--- src/rtl/csr_trap_ctrl_if.sv ---
// Bundle between the pipeline/csr_file and the trap/mret CSR sequencer.
// The slave modport is the controller's view; the master modport is the environment's view.
interface csr_trap_ctrl_if;
    logic        wb_csr_wen;
    logic [11:0] wb_csr_waddr;
    logic [31:0] wb_csr_wdata;
    logic        trap_req;
    logic [31:0] trap_cause;
    logic [31:0] trap_pc;
    logic [31:0] trap_tval;
    logic        mret_req;
    logic [31:0] mstatus_in;
    logic [31:0] mtvec_in;
    logic [31:0] mepc_in;
    logic        csr_wen;
    logic [11:0] csr_waddr;
    logic [31:0] csr_wdata;
    logic        trap_ack;
    logic        mret_ack;
    logic        busy;
    logic        redirect_valid;
    logic [31:0] redirect_pc;
    logic        wb_ovf;

    modport slave (
        input  wb_csr_wen, wb_csr_waddr, wb_csr_wdata,
        input  trap_req, trap_cause, trap_pc, trap_tval, mret_req,
        input  mstatus_in, mtvec_in, mepc_in,
        output csr_wen, csr_waddr, csr_wdata,
        output trap_ack, mret_ack, busy, redirect_valid, redirect_pc, wb_ovf
    );

    modport master (
        output wb_csr_wen, wb_csr_waddr, wb_csr_wdata,
        output trap_req, trap_cause, trap_pc, trap_tval, mret_req,
        output mstatus_in, mtvec_in, mepc_in,
        input  csr_wen, csr_waddr, csr_wdata,
        input  trap_ack, mret_ack, busy, redirect_valid, redirect_pc, wb_ovf
    );
endinterface

--- src/rtl/csr_trap_ctrl.sv ---
// Trap entry / mret CSR sequencer: arbitrates the csr_file write port between WB writes
// and a fixed mepc/mcause/mtval/mstatus write sequence, then issues a one-cycle fetch redirect.
//
// state   | meaning
// IDLE    | WB writes pass through, trap/mret requests accepted
// T_EPC   | write mepc (trap)
// T_CAUSE | write mcause (trap)
// T_TVAL  | write mtval (trap)
// T_STAT  | write mstatus trap-entry form (trap)
// M_STAT  | write mstatus mret form (mret)
// REDIR   | one-cycle redirect, then IDLE
module csr_trap_ctrl #(
    parameter int VEC_EN = 1
) (
    input logic            clk,
    input logic            rst,
    csr_trap_ctrl_if.slave bus
);

    localparam logic [2:0] IDLE    = 3'd0;
    localparam logic [2:0] T_EPC   = 3'd1;
    localparam logic [2:0] T_CAUSE = 3'd2;
    localparam logic [2:0] T_TVAL  = 3'd3;
    localparam logic [2:0] T_STAT  = 3'd4;
    localparam logic [2:0] M_STAT  = 3'd5;
    localparam logic [2:0] REDIR   = 3'd6;

    localparam logic [11:0] A_MSTATUS = 12'h300;
    localparam logic [11:0] A_MEPC    = 12'h341;
    localparam logic [11:0] A_MCAUSE  = 12'h342;
    localparam logic [11:0] A_MTVAL   = 12'h343;

    logic [2:0]  state_q, state_d;
    logic [31:0] cause_q, cause_d;
    logic [31:2] pc_q, pc_d;
    logic [31:0] tval_q, tval_d;
    logic [31:0] mtvec_q, mtvec_d;
    logic [31:0] redir_pc_q, redir_pc_d;
    logic        pend_v_q, pend_v_d;
    logic [11:0] pend_addr_q, pend_addr_d;
    logic [31:0] pend_data_q, pend_data_d;
    logic        ovf_q, ovf_d;

    logic        wen_c;
    logic [11:0] waddr_c;
    logic [31:0] wdata_c;
    logic        trap_ack_c;
    logic        mret_ack_c;
    logic        redir_c;
    logic [31:0] mstat_trap;
    logic [31:0] mstat_mret;
    logic [31:0] trap_target;

    logic unused_bits;
    assign unused_bits = ^{bus.mepc_in[1:0], bus.trap_pc[1:0]};

    always_comb begin
        mstat_trap        = bus.mstatus_in;
        mstat_trap[7]     = bus.mstatus_in[3];
        mstat_trap[3]     = 1'b0;
        mstat_trap[12:11] = 2'b11;

        mstat_mret        = bus.mstatus_in;
        mstat_mret[3]     = bus.mstatus_in[7];
        mstat_mret[7]     = 1'b1;
        mstat_mret[12:11] = 2'b11;

        // Vectored mode only applies to interrupts; exceptions always go to the base.
        trap_target = {mtvec_q[31:2], 2'b00};
        if ((VEC_EN != 0) && (mtvec_q[1:0] == 2'b01) && cause_q[31])
            trap_target = {mtvec_q[31:2], 2'b00} + {cause_q[29:0], 2'b00};
    end

    always_comb begin
        state_d     = state_q;
        cause_d     = cause_q;
        pc_d        = pc_q;
        tval_d      = tval_q;
        mtvec_d     = mtvec_q;
        redir_pc_d  = redir_pc_q;
        pend_v_d    = pend_v_q;
        pend_addr_d = pend_addr_q;
        pend_data_d = pend_data_q;
        ovf_d       = ovf_q;
        wen_c       = 1'b0;
        waddr_c     = 12'h000;
        wdata_c     = 32'h0;
        trap_ack_c  = 1'b0;
        mret_ack_c  = 1'b0;
        redir_c     = 1'b0;

        case (state_q)
            IDLE: begin
                if (pend_v_q) begin
                    wen_c       = 1'b1;
                    waddr_c     = pend_addr_q;
                    wdata_c     = pend_data_q;
                    pend_v_d    = bus.wb_csr_wen;
                    pend_addr_d = bus.wb_csr_waddr;
                    pend_data_d = bus.wb_csr_wdata;
                end else if (bus.wb_csr_wen) begin
                    wen_c   = 1'b1;
                    waddr_c = bus.wb_csr_waddr;
                    wdata_c = bus.wb_csr_wdata;
                end
                if (bus.trap_req) begin
                    trap_ack_c = 1'b1;
                    cause_d    = bus.trap_cause;
                    pc_d       = bus.trap_pc[31:2];
                    tval_d     = bus.trap_tval;
                    mtvec_d    = bus.mtvec_in;
                    state_d    = T_EPC;
                end else if (bus.mret_req) begin
                    mret_ack_c = 1'b1;
                    state_d    = M_STAT;
                end
            end
            T_EPC: begin
                wen_c   = 1'b1;
                waddr_c = A_MEPC;
                wdata_c = {pc_q, 2'b00};
                state_d = T_CAUSE;
            end
            T_CAUSE: begin
                wen_c   = 1'b1;
                waddr_c = A_MCAUSE;
                wdata_c = cause_q;
                state_d = T_TVAL;
            end
            T_TVAL: begin
                wen_c   = 1'b1;
                waddr_c = A_MTVAL;
                wdata_c = tval_q;
                state_d = T_STAT;
            end
            T_STAT: begin
                wen_c      = 1'b1;
                waddr_c    = A_MSTATUS;
                wdata_c    = mstat_trap;
                redir_pc_d = trap_target;
                state_d    = REDIR;
            end
            M_STAT: begin
                wen_c      = 1'b1;
                waddr_c    = A_MSTATUS;
                wdata_c    = mstat_mret;
                redir_pc_d = {bus.mepc_in[31:2], 2'b00};
                state_d    = REDIR;
            end
            REDIR: begin
                redir_c = 1'b1;
                state_d = IDLE;
            end
            default: state_d = IDLE;
        endcase

        // WB writes that arrive while the sequencer owns the port are buffered or lost.
        if ((state_q != IDLE) && bus.wb_csr_wen) begin
            if (pend_v_q) begin
                ovf_d = 1'b1;
            end else begin
                pend_v_d    = 1'b1;
                pend_addr_d = bus.wb_csr_waddr;
                pend_data_d = bus.wb_csr_wdata;
            end
        end

        if (rst) begin
            wen_c      = 1'b0;
            waddr_c    = 12'h000;
            wdata_c    = 32'h0;
            trap_ack_c = 1'b0;
            mret_ack_c = 1'b0;
            redir_c    = 1'b0;
        end
    end

    always_ff @(posedge clk or posedge rst) begin
        if (rst) begin
            state_q     <= IDLE;
            cause_q     <= 32'h0;
            pc_q        <= 30'h0;
            tval_q      <= 32'h0;
            mtvec_q     <= 32'h0;
            redir_pc_q  <= 32'h0;
            pend_v_q    <= 1'b0;
            pend_addr_q <= 12'h000;
            pend_data_q <= 32'h0;
            ovf_q       <= 1'b0;
        end else begin
            state_q     <= state_d;
            cause_q     <= cause_d;
            pc_q        <= pc_d;
            tval_q      <= tval_d;
            mtvec_q     <= mtvec_d;
            redir_pc_q  <= redir_pc_d;
            pend_v_q    <= pend_v_d;
            pend_addr_q <= pend_addr_d;
            pend_data_q <= pend_data_d;
            ovf_q       <= ovf_d;
        end
    end

    assign bus.csr_wen        = wen_c;
    assign bus.csr_waddr      = waddr_c;
    assign bus.csr_wdata      = wdata_c;
    assign bus.trap_ack       = trap_ack_c;
    assign bus.mret_ack       = mret_ack_c;
    assign bus.busy           = (state_q != IDLE);
    assign bus.redirect_valid = redir_c;
    assign bus.redirect_pc    = redir_c ? redir_pc_q : 32'h0;
    assign bus.wb_ovf         = ovf_q;

endmodule

--- src/flat_wrapper.sv ---
// flat-port wrapper written by rule: the top's interface ports become plain ports
module csr_trap_ctrl_flat 
#(
    parameter int VEC_EN = 1
)
  (clk, rst, bus_wb_csr_wen, bus_wb_csr_waddr, bus_wb_csr_wdata, bus_trap_req, bus_trap_cause, bus_trap_pc, bus_trap_tval, bus_mret_req, bus_mstatus_in, bus_mtvec_in, bus_mepc_in, bus_csr_wen, bus_csr_waddr, bus_csr_wdata, bus_trap_ack, bus_mret_ack, bus_busy, bus_redirect_valid, bus_redirect_pc, bus_wb_ovf);
  csr_trap_ctrl_if bus_i ();
  input logic clk;
  input logic rst;
  input wire logic [$bits(bus_i.wb_csr_wen)-1:0] bus_wb_csr_wen;
  input wire logic [$bits(bus_i.wb_csr_waddr)-1:0] bus_wb_csr_waddr;
  input wire logic [$bits(bus_i.wb_csr_wdata)-1:0] bus_wb_csr_wdata;
  input wire logic [$bits(bus_i.trap_req)-1:0] bus_trap_req;
  input wire logic [$bits(bus_i.trap_cause)-1:0] bus_trap_cause;
  input wire logic [$bits(bus_i.trap_pc)-1:0] bus_trap_pc;
  input wire logic [$bits(bus_i.trap_tval)-1:0] bus_trap_tval;
  input wire logic [$bits(bus_i.mret_req)-1:0] bus_mret_req;
  input wire logic [$bits(bus_i.mstatus_in)-1:0] bus_mstatus_in;
  input wire logic [$bits(bus_i.mtvec_in)-1:0] bus_mtvec_in;
  input wire logic [$bits(bus_i.mepc_in)-1:0] bus_mepc_in;
  output wire logic [$bits(bus_i.csr_wen)-1:0] bus_csr_wen;
  output wire logic [$bits(bus_i.csr_waddr)-1:0] bus_csr_waddr;
  output wire logic [$bits(bus_i.csr_wdata)-1:0] bus_csr_wdata;
  output wire logic [$bits(bus_i.trap_ack)-1:0] bus_trap_ack;
  output wire logic [$bits(bus_i.mret_ack)-1:0] bus_mret_ack;
  output wire logic [$bits(bus_i.busy)-1:0] bus_busy;
  output wire logic [$bits(bus_i.redirect_valid)-1:0] bus_redirect_valid;
  output wire logic [$bits(bus_i.redirect_pc)-1:0] bus_redirect_pc;
  output wire logic [$bits(bus_i.wb_ovf)-1:0] bus_wb_ovf;
  assign bus_i.wb_csr_wen = bus_wb_csr_wen;
  assign bus_i.wb_csr_waddr = bus_wb_csr_waddr;
  assign bus_i.wb_csr_wdata = bus_wb_csr_wdata;
  assign bus_i.trap_req = bus_trap_req;
  assign bus_i.trap_cause = bus_trap_cause;
  assign bus_i.trap_pc = bus_trap_pc;
  assign bus_i.trap_tval = bus_trap_tval;
  assign bus_i.mret_req = bus_mret_req;
  assign bus_i.mstatus_in = bus_mstatus_in;
  assign bus_i.mtvec_in = bus_mtvec_in;
  assign bus_i.mepc_in = bus_mepc_in;
  assign bus_csr_wen = bus_i.csr_wen;
  assign bus_csr_waddr = bus_i.csr_waddr;
  assign bus_csr_wdata = bus_i.csr_wdata;
  assign bus_trap_ack = bus_i.trap_ack;
  assign bus_mret_ack = bus_i.mret_ack;
  assign bus_busy = bus_i.busy;
  assign bus_redirect_valid = bus_i.redirect_valid;
  assign bus_redirect_pc = bus_i.redirect_pc;
  assign bus_wb_ovf = bus_i.wb_ovf;
  csr_trap_ctrl #(.VEC_EN(VEC_EN)) u_core (.clk(clk), .rst(rst), .bus(bus_i));
endmodule
--- config.mk ---
export PLATFORM = sky130hd
export DESIGN_NAME = csr_trap_ctrl_flat
export DESIGN_NICKNAME = d
export VERILOG_FILES = /design/src/rtl/csr_trap_ctrl_if.sv /design/src/rtl/csr_trap_ctrl.sv /design/src/flat_wrapper.sv
export SDC_FILE = /design/constraint.sdc
export NUM_CORES = 1
export LEC_CHECK = 0
export BUFFER_PORTS_ARGS = -buffer_cell sky130_fd_sc_hd__buf_2
export CAP_MARGIN = 20
export CORE_ASPECT_RATIO = 0.9
export CORE_UTILIZATION = 48
export DETAILED_ROUTE_END_ITERATION = 8
export GPL_ROUTABILITY_DRIVEN = 0
export PLACE_DENSITY_LB_ADDON = 0.12
export SETUP_SLACK_MARGIN = 0.1
export SLEW_MARGIN = 20
export SYNTH_ARGS = -nofsm -noshare
export SYNTH_HDL_FRONTEND = slang
export SYNTH_SLANG_ARGS = --single-unit
--- constraint.sdc ---
create_clock -name clk -period 24.5 [get_ports clk]
set_input_delay 6.125 -clock clk [delete_from_list [all_inputs] [get_ports clk]]
set_output_delay 6.125 -clock clk [all_outputs]
set_load 0.03 [all_outputs]
==> results of run 1 <==
sequential cells by signal, summed over array words and instances (netlist names):
name                count
u_core.pend_data_q     32
u_core.pc_q            30
u_core.mtvec_q         32
u_core.state_q          3
u_core.cause_q         32
u_core.redir_pc_q      30
u_core.pend_v_q         1
u_core.bus.wb_ovf       1
u_core.tval_q          32
u_core.pend_addr_q     12
worst register-to-register path: cells and delay by family (launching register included):
family | cells | cell delay [ns]
adders and majority gates | 2 | 0.66
DFF | 1 | 0.41
AOI/OAI and AO/OA | 10 | 2.31
power by group:
group | switching [mW] | internal [mW] | total [mW]
registers | 0.131 | 0.512 | 0.643
clock network | 0.142 | 0.208 | 0.350
logic | 0.600 | 0.501 | 1.10
total | 0.873 | 1.22 | 2.09
cell usage after synthesis (3+ instances only):
master,count
mux2_2,198
and3_1,3
a221oi_1,28
nor3_1,12
nand3_1,7
nand4_1,5
buf_1,9
a21oi_1,67
xor2_1,12
nand2b_1,5
o21ai_0,78
dfrtp_1,205
a211oi_1,6
nor2_1,73
a21o_1,17
clkbuf_1,69
o21bai_1,4
a31oi_1,4
inv_1,5
a211o_1,3
ha_1,29
nor2b_1,9
xnor2_1,12
a22oi_1,36
and2_1,32
mux2i_1,8
o21ai_1,4
o211ai_1,7
a222oi_1,4
nand3b_1,3
nand2_1,106
logic make-up (layout without fill, tap and decap cells):
logic type                 after synthesis  in the layout  synth area share, %
buffers and inverters                   87            377                 2.96
DFF                                    205            205                 45.2
and+or+nand+nor                        260            260                 10.3
adders and majority gates               31             31                 3.47
xor gates and xnor gates                24             24                 1.85
muxes                                  206            206                 20.4
other                                    1              9               0.0331
AOI/OAI and AO/OA                      277            277                 15.8
worst paths after layout:
| path | start | end | slack (ns) |
|---|---|---|---|
| worst max register to register | u_core.cause_q[0] | u_core.redir_pc_q[30] | 21.02 |
| worst max-delay path | bus_wb_csr_wen | bus_csr_waddr[0] | 10.52 |
| worst min-delay path | u_core.redir_pc_q[7] | u_core.redir_pc_q[7] | 0.47 |
| min in group asynchronous | rst | u_core.tval_q[12] | 5.96 |
| worst min register to register | u_core.redir_pc_q[7] | u_core.redir_pc_q[7] | 0.47 |
| max in group asynchronous | rst | u_core.pend_addr_q[11] | 17.31 |
layer usage:
| layer | share of wire, % | vias up | global-route usage [%] |
|---|---|---|---|
| met5 | 0.12 | - | 0 |
| met4 | 2.7 | 6 | 8.10 |
| met3 | 6.3 | 55 | 5.22 |
| met2 | 48 | 308 | 43.1 |
| met1 | 43 | 4554 | 35.6 |
| li1 | - | 4527 | - |
final cells by class:
| type | count | area share, % |
|---|---|---|
| clock buffers | 31 | 4.70 |
| diodes | 7 | 0.126 |
| multi-input cells | 800 | 42.4 |
| inverters | 6 | 0.215 |
| flip-flops and latches | 205 | 36.8 |
| repair buffers | 330 | 12.3 |
| clock inverters | 10 | 0.781 |
| well taps | 297 | 2.67 |
metrics by stage:
stage / setup slack [ns] / utilization [%] / power [mW] / area, sq um
6_report: 10.52 / 61.0 / 2.09 / 13900
5_1_grt: 10.42 / 61.0 / 2.24 / 13900
4_1_cts: 10.54 / 60.8 / 2.10 / 13900
3_5_place_dp: 10.54 / 57.5 / 1.75 / 13100
3_3_place_gp: 10.52 / 57.5 / 1.72 / 13100
2_1_floorplan: 6.29 / - / 1.47 / 11300
placed cells by master, fill, tap and decap left out, types with 8 or more instances in the layout:
cell type and instances:
buf_2 314, dfrtp_1 203, mux2_2 198, nand2_1 106, o21ai_0 78, nor2_1 73, a21oi_1 66, a22oi_1 36
and2_1 31, ha_1 29, a221oi_1 28, clkbuf_16 23, a21o_1 17, buf_4 15, xor2_1 12, xnor2_1 12
nor3_1 11, mux2i_1 8
==> flow_summary.toml, run 1 <==
[worst_setup_path]
cpPeakStageDelay_ns = 0.69
cp_data_required_time_ns = 18.38
worstSetupPathType = "in -> out"
worstPathArrival_ns = 7.85
cp-start-kind = "primary input"
r2r_cells = 12
cp_num_buf_inv = 2
cp-end-kind = "primary output"
cp_slowest_cell = "nor2b_1"
worstPathCellList = "buf_2 > nor2b_1 > a22oi_1 > nor2_1 > nor2_1 > nor3_1 > buf_2"
cp_max_fo = 10
path_delay_family = "simple AND/OR/NAND/NOR gates"
crit_cells = 7

[power_and_ir_drop]
p_leak_nw = 6.49
power_density_nw_per_um2 = 150
ir_drop_uv = 83.8

[clock_network]
cts-root-buf = "clkbuf_16"
numCtsBuffers = 23
cts-htree-levels = 1
ctsHoldBuffers = 0
cts_max_path_buffers = 3
cts_setup_buffers = 0
cts_resized = 0
cts_tree = "done"
cts_sinks = 205
clk_transition_reported_paths_ns = 0.06
clkLatencyLatePin_ns = 0.52

[global_route]
grt_usage_pct = 26.5
grt_start_max_net_pins = 78
grt_pass1_vias = 9180
grt_first_pass_wirelength_um = 50100
antenna_found_initial = 10
overflow = 0

[timing]
setup_viol = 0
tightestPinTransition_ns = 1.07
final_max_slew_viol_count = 0
clock_skew_ns = 0.0111
final_hold_viol_count = 0
fin_hold_ws_ns = 0.474
rsz0062_at_grt = "no"
relSlewSlack_pct = 28.4
fin_crit_sh_pct = 57.1
max_freq_mhz = 71.5
min_period_ns = 13.98
tns_ns = 0

[detailed_routing]
wirelength_um = 32400
drtAntennaViolNets = 0
drt_first_iter_violations = 724
firstDrtPassIters = 5
drc = 0
vias_per_cell = 5.60
vias = 9450
wl_per_cell_um = 19.2

[yosys]
synth_ff_type = "dfrtp_1"
synth.top_cell.area_share_pct = 45.2
syn-instance-count = 1091
synth.yosys.seq_area_share_pct = 45.2
ys.warnings.count = 0
synth.avg_cell_area_sq_um = 10.4
async_flop_share_pct = 100
ys_top_cells_by_area = "dfrtp_1, mux2_2, nand2_1"
synth.distinct_cells = 57
synth_area_sq_um = 11300
synth_area_leader_cell = "dfrtp_1"
synth-edff-count = 0
synth_seq_cells = 205

[place]
port_buffers = 314
dp_hpwl_um = 23100
dp_cells = 1637

[layout]
multiInputGateArea_sq_um = 5910
layout-drive-gt1-share_pct = 42.3
nets = 1637
syn_to_final_growth_pct = 23.0
seqCellArea_sq_um = 5130
fillers = 1971
instances_no_fill = 1686

[floorplanning]
rows = 52
die_w_um = 164
die-area_sq_um = 24200
die_h_um = 148
ios = 323
core-area_sq_um = 22800
initial_core_util_pct = 49.6

[flow_run]
maxCapViolCount = 0

[hold_path]
hp-class = "reg -> reg"
whs_path_depth = 2

[status]
status = "complete, no violations"
Power figures use the tool's default switching activity.
==> run 2, diff against run 1 <==
Clock period 24.5 ns to 12.8 ns, I/O delays scaled along.
==> flow_summary.toml, run 2 (synthesized netlist as in run 1, its figures left out) <==
[status]
status = "complete, no violations"

[clock_network]
cts_setup_buffers = 0
ctsHoldBuffers = 0
numCtsBuffers = 23
clkLatencyLatePin_ns = 0.52
cts_sinks = 205
cts_max_path_buffers = 3
cts_resized = 0
cts-root-buf = "clkbuf_16"
clk_transition_reported_paths_ns = 0.06
cts-htree-levels = 1
cts_tree = "done"

[timing]
setup_viol = 0
tns_ns = 0
fin_crit_sh_pct = 64.1
final_hold_viol_count = 0
fin_hold_ws_ns = 0.465
clock_skew_ns = 0.0191
relSlewSlack_pct = 32.6
rsz0062_at_grt = "no"
final_max_slew_viol_count = 0
max_freq_mhz = 122
min_period_ns = 8.21
tightestPinTransition_ns = 1.01

[power_and_ir_drop]
power_density_nw_per_um2 = 292
pwr-share-comb_pct = 51.9
p_leak_nw = 6.52
netSwitchingFraction_pct = 41.4
p_switching_mw = 1.69
p_int_mw = 2.39
clockPowerShare_pct = 17.8
ir_drop_uv = 140
seqPwrFrac_pct = 30.3

[layout]
syn_to_final_growth_pct = 23.4
fillers = 2022
multiInputGateArea_sq_um = 5920
most-common-layout-cells = "buf_2, dfrtp_1, mux2_2"
final_common_cell = "buf_2"
seqCellArea_sq_um = 5130
layout-drive-gt1-share_pct = 42.4
nets = 1636

[worst_setup_path]
worstSetupPathType = "in -> out"
cp_common_cell = "buf_2"
cp_num_buf_inv = 4
cp_data_required_time_ns = 9.60
crit_start = "rst"
cpPeakStageDelay_ns = 0.53
path_delay_family = "buffers and inverters"
worstPathCellList = "buf_2 > buf_4 > inv_8 > nand2_1 > a21oi_1 > buf_2"
r2r-start = "u_core.state_q[0]"
cp-start-kind = "primary input"
cp-end-kind = "primary output"
cp_slowest_cell = "inv_8"
worstPathArrival_ns = 5.01
cp_max_fo = 98

[detailed_routing]
wirelength_um = 32700
wl_per_cell_um = 19.4
vias_per_cell = 5.64
vias = 9504
drtAntennaViolNets = 0
drc = 0
drt_first_iter_violations = 661
firstDrtPassIters = 7

[hold_path]
hp-class = "reg -> reg"
hp-start = "u_core.bus.wb_ovf"

[floorplanning]
die_w_um = 164
core-area_sq_um = 22800
rows = 52
ios = 323
die-area_sq_um = 24200
initial_core_util_pct = 49.6
die_h_um = 148

[flow_run]
maxCapViolCount = 0

[place]
port_buffers = 314
dp_hpwl_um = 23300

[global_route]
grt_pass1_vias = 9399
overflow = 0
grt_first_pass_wirelength_um = 50800
grt_usage_pct = 26.8
antenna_found_initial = 10
grt_start_max_net_pins = 99
run 2: cell count changes in the layout (fill, tap and decap cells not counted), sizes merged:
cell	change
bufinv	+3
clkinvlp	-2
diode	-1
buf	-1
inv	+1
clkinv	+1
clkbuf	-2
run 2: worst reg2reg max path, stage by stage (launching register included):
cell     delay [ns]
dfrtp_4        0.67
nor3_1         0.64
and2_4         0.70
buf_4          0.92
mux2_2         0.51
run 2: stage by stage:
step	utilization, %	instance area [sq um]	power (mW)	worst slack, ns	std cells
after floorplan	-	11300	2.80	0.444	1092
after global placement	57.5	13100	3.30	4.54	1637
after detailed placement	57.5	13100	3.35	4.53	1637
after CTS	61.2	14000	4.10	4.53	1679
after global routing	61.2	14000	4.36	4.43	1683
final	61.2	14000	4.08	4.59	1685
run 2: final cells by class:
type                       instances  share of cell area, %
antenna                            6                  0.107
sequential                       205                   36.7
multi-input combinational        800                   42.3
clock buffer                      29                   4.56
inverter                           6                  0.215
timing repair buffer             329                   12.0
clock inverter                    13                   1.41
tap                              297                   2.66
run 2: power groups by stage:
stage | Combinational (mW) | Sequential [mW] | Clock [mW]
final | 2.12 | 1.24 | 0.726
after global routing | 2.32 | 1.28 | 0.764
after CTS | 2.12 | 1.24 | 0.741
after detailed placement | 2.11 | 1.25 | 0
after global placement | 2.07 | 1.23 | 0
after floorplan | 1.68 | 1.12 | 0
run 2: path summary, 6_finish.rpt:
path | cells after the start | slack (ns) | endpoint
setup reg to reg | 4 | 9.23 | u_core.tval_q[2]
max in group asynchronous | 4 | 8.35 | u_core.cause_q[26]
min in group asynchronous | 3 | 3.12 | u_core.tval_q[5]
hold reg to reg | 1 | 0.46 | u_core.bus.wb_ovf
setup / recovery | 6 | 4.59 | bus_csr_wdata[0]
hold / removal | 1 | 0.46 | u_core.bus.wb_ovf
run 2: per-layer routing:
layer / GRT usage [%] / routed length [um] / up-vias
met5: 0 / 35 / -
met1: 35.2 / 14000 / 4594
li1: - / - / 4515
met3: 5.05 / 2050 / 55
met2: 44.9 / 15800 / 334
met4: 8.01 / 853 / 6
==> run 3, diff against run 2 <==
Clock period 12.8 ns to 6.8 ns, I/O delays scaled along.
==> flow_summary.toml, run 3 (synthesized netlist as in run 1, its figures left out) <==
[power_and_ir_drop]
p_switching_mw = 3.19
power.total_mw = 7.58
ir_drop_uv = 245
p_int_mw = 4.39
pwr-share-comb_pct = 52.8
netSwitchingFraction_pct = 42.1
p_leak_nw = 6.48
power_density_nw_per_um2 = 543
seqPwrFrac_pct = 30.7
clockPowerShare_pct = 16.5

[worst_setup_path]
cp-start-kind = "primary input"
cp_common_cell = "buf_2"
cp_max_fo = 36
cp-end-kind = "primary output"
worstPathCellList = "buf_2 > buf_4 > clkinvlp_4 > nand2_1 > nor2_1 > buf_2"
cp_data_required_time_ns = 5.10
cpPeakStageDelay_ns = 0.72
worstPathArrival_ns = 3.70
cp_slowest_cell = "clkinvlp_4"
worstSetupPathType = "in -> out"

[detailed_routing]
maxUsedRoutingLayer = "met5"
firstDrtPassIters = 5
vias = 9539
wl_met2_um = 15600
vias_per_cell = 5.64
drt_first_iter_violations = 680
wl_met1_um = 14300
wl_met3_um = 2200
wirelength_um = 33000
drc = 0
wl_per_cell_um = 19.5
drtAntennaViolNets = 0

[clock_network]
cts_tree = "done"
cts_sinks = 205
numCtsBuffers = 24
cts_resized = 0
clk_transition_reported_paths_ns = 0.06
clkLatencyLatePin_ns = 0.51
cts_setup_buffers = 0
cts_max_path_buffers = 3
ctsHoldBuffers = 0
cts-root-buf = "clkbuf_16"
cts-htree-levels = 1

[layout]
fillers = 1981
multiInputGateArea_sq_um = 5920
most-common-layout-cells = "buf_2, dfrtp_1, mux2_2"
seqCellArea_sq_um = 5130
fin_area_sq_um = 14000
utilization_pct = 61.2
syn_to_final_growth_pct = 23.2
nets = 1639
layout-drive-gt1-share_pct = 42.4
final_common_cell = "buf_2"

[floorplanning]
die_h_um = 148
initial_core_util_pct = 49.6
die_w_um = 164
die-area_sq_um = 24200
rows = 52
ios = 323
core-area_sq_um = 22800

[global_route]
grt_pass1_vias = 9221
antenna_found_initial = 13
grt_start_max_net_pins = 82
overflow = 0
grt_first_pass_wirelength_um = 50700
grt_usage_pct = 27.1

[timing]
setup_viol = 0
tns_ns = 0
max_freq_mhz = 185
clock_skew_ns = 0.0102
relSlewSlack_pct = 28.3
fin_crit_sh_pct = 79.5
fin_hold_ws_ns = 0.469
min_period_ns = 5.40
final_max_slew_viol_count = 0
tightestPinTransition_ns = 1.07
rsz0062_at_grt = "no"
final_hold_viol_count = 0

[flow_run]
maxCapViolCount = 0

[hold_path]
hp-class = "reg -> reg"

[place]
port_buffers = 314
dp_hpwl_um = 23500
postPlaceCellArea_sq_um = 13200

[status]
status = "complete, no violations"
-- run 3: changes by cell type in the layout (fill, tap and decap cells not counted), sizes merged --
cell      change
clkinvlp      +5
bufinv        -4
diode         +3
inv           -3
buf           +2
clkbuf        +2
-- run 3: power by group through the flow --
stage	sequential [mW]	combinational, mW	clock [mW]
CTS	2.33	3.99	1.28
finish	2.33	4.00	1.25
global route	2.41	4.41	1.33
global placement	2.32	3.90	0
detailed placement	2.35	3.96	0
floorplan	2.11	3.17	0
-- run 3: critical path, delay by kind of cell --
kind	cells	cell delay (ns)
buffers and inverters	4	1.36
and+or+nand+nor	2	0.62
-- run 3: path summary, 6_finish.rpt --
kind	depth (start not counted)	startpoint	slack (ns)	to
max	6	rst	1.40	bus_csr_waddr[1]
min	2	u_core.redir_pc_q[6]	0.47	u_core.redir_pc_q[6]
max reg2reg	12	u_core.mtvec_q[2]	3.27	u_core.redir_pc_q[30]
min reg2reg	2	u_core.redir_pc_q[6]	0.47	u_core.redir_pc_q[6]
max in group asynchronous	5	rst	3.21	u_core.pc_q[17]
min in group asynchronous	3	rst	1.63	u_core.tval_q[2]
-- run 3: layer usage --
layer,vias to the layer above,GRT usage (%)
li1,4516,-
met1,4607,36.9
met2,347,43.8
met3,61,5.27
met4,8,7.73
met5,-,0
-- run 3: metrics by stage --
stage	worst slack (ns)	cells
after global routing	1.13	1688
final	1.40	1690
after floorplan	-0.691	1092
after detailed placement	1.35	1638
after global placement	1.32	1638
after CTS	1.34	1680
-- run 3: final cells by class --
cell class                      count  area share [%]
Antenna cell                        9           0.161
Timing Repair Buffer              331            12.4
Clock inverter                     11           0.725
Multi-Input combinational cell    800            42.3
Clock buffer                       31            4.78
Tap cell                          297            2.66
Inverter                            6           0.188
Sequential cell                   205            36.8
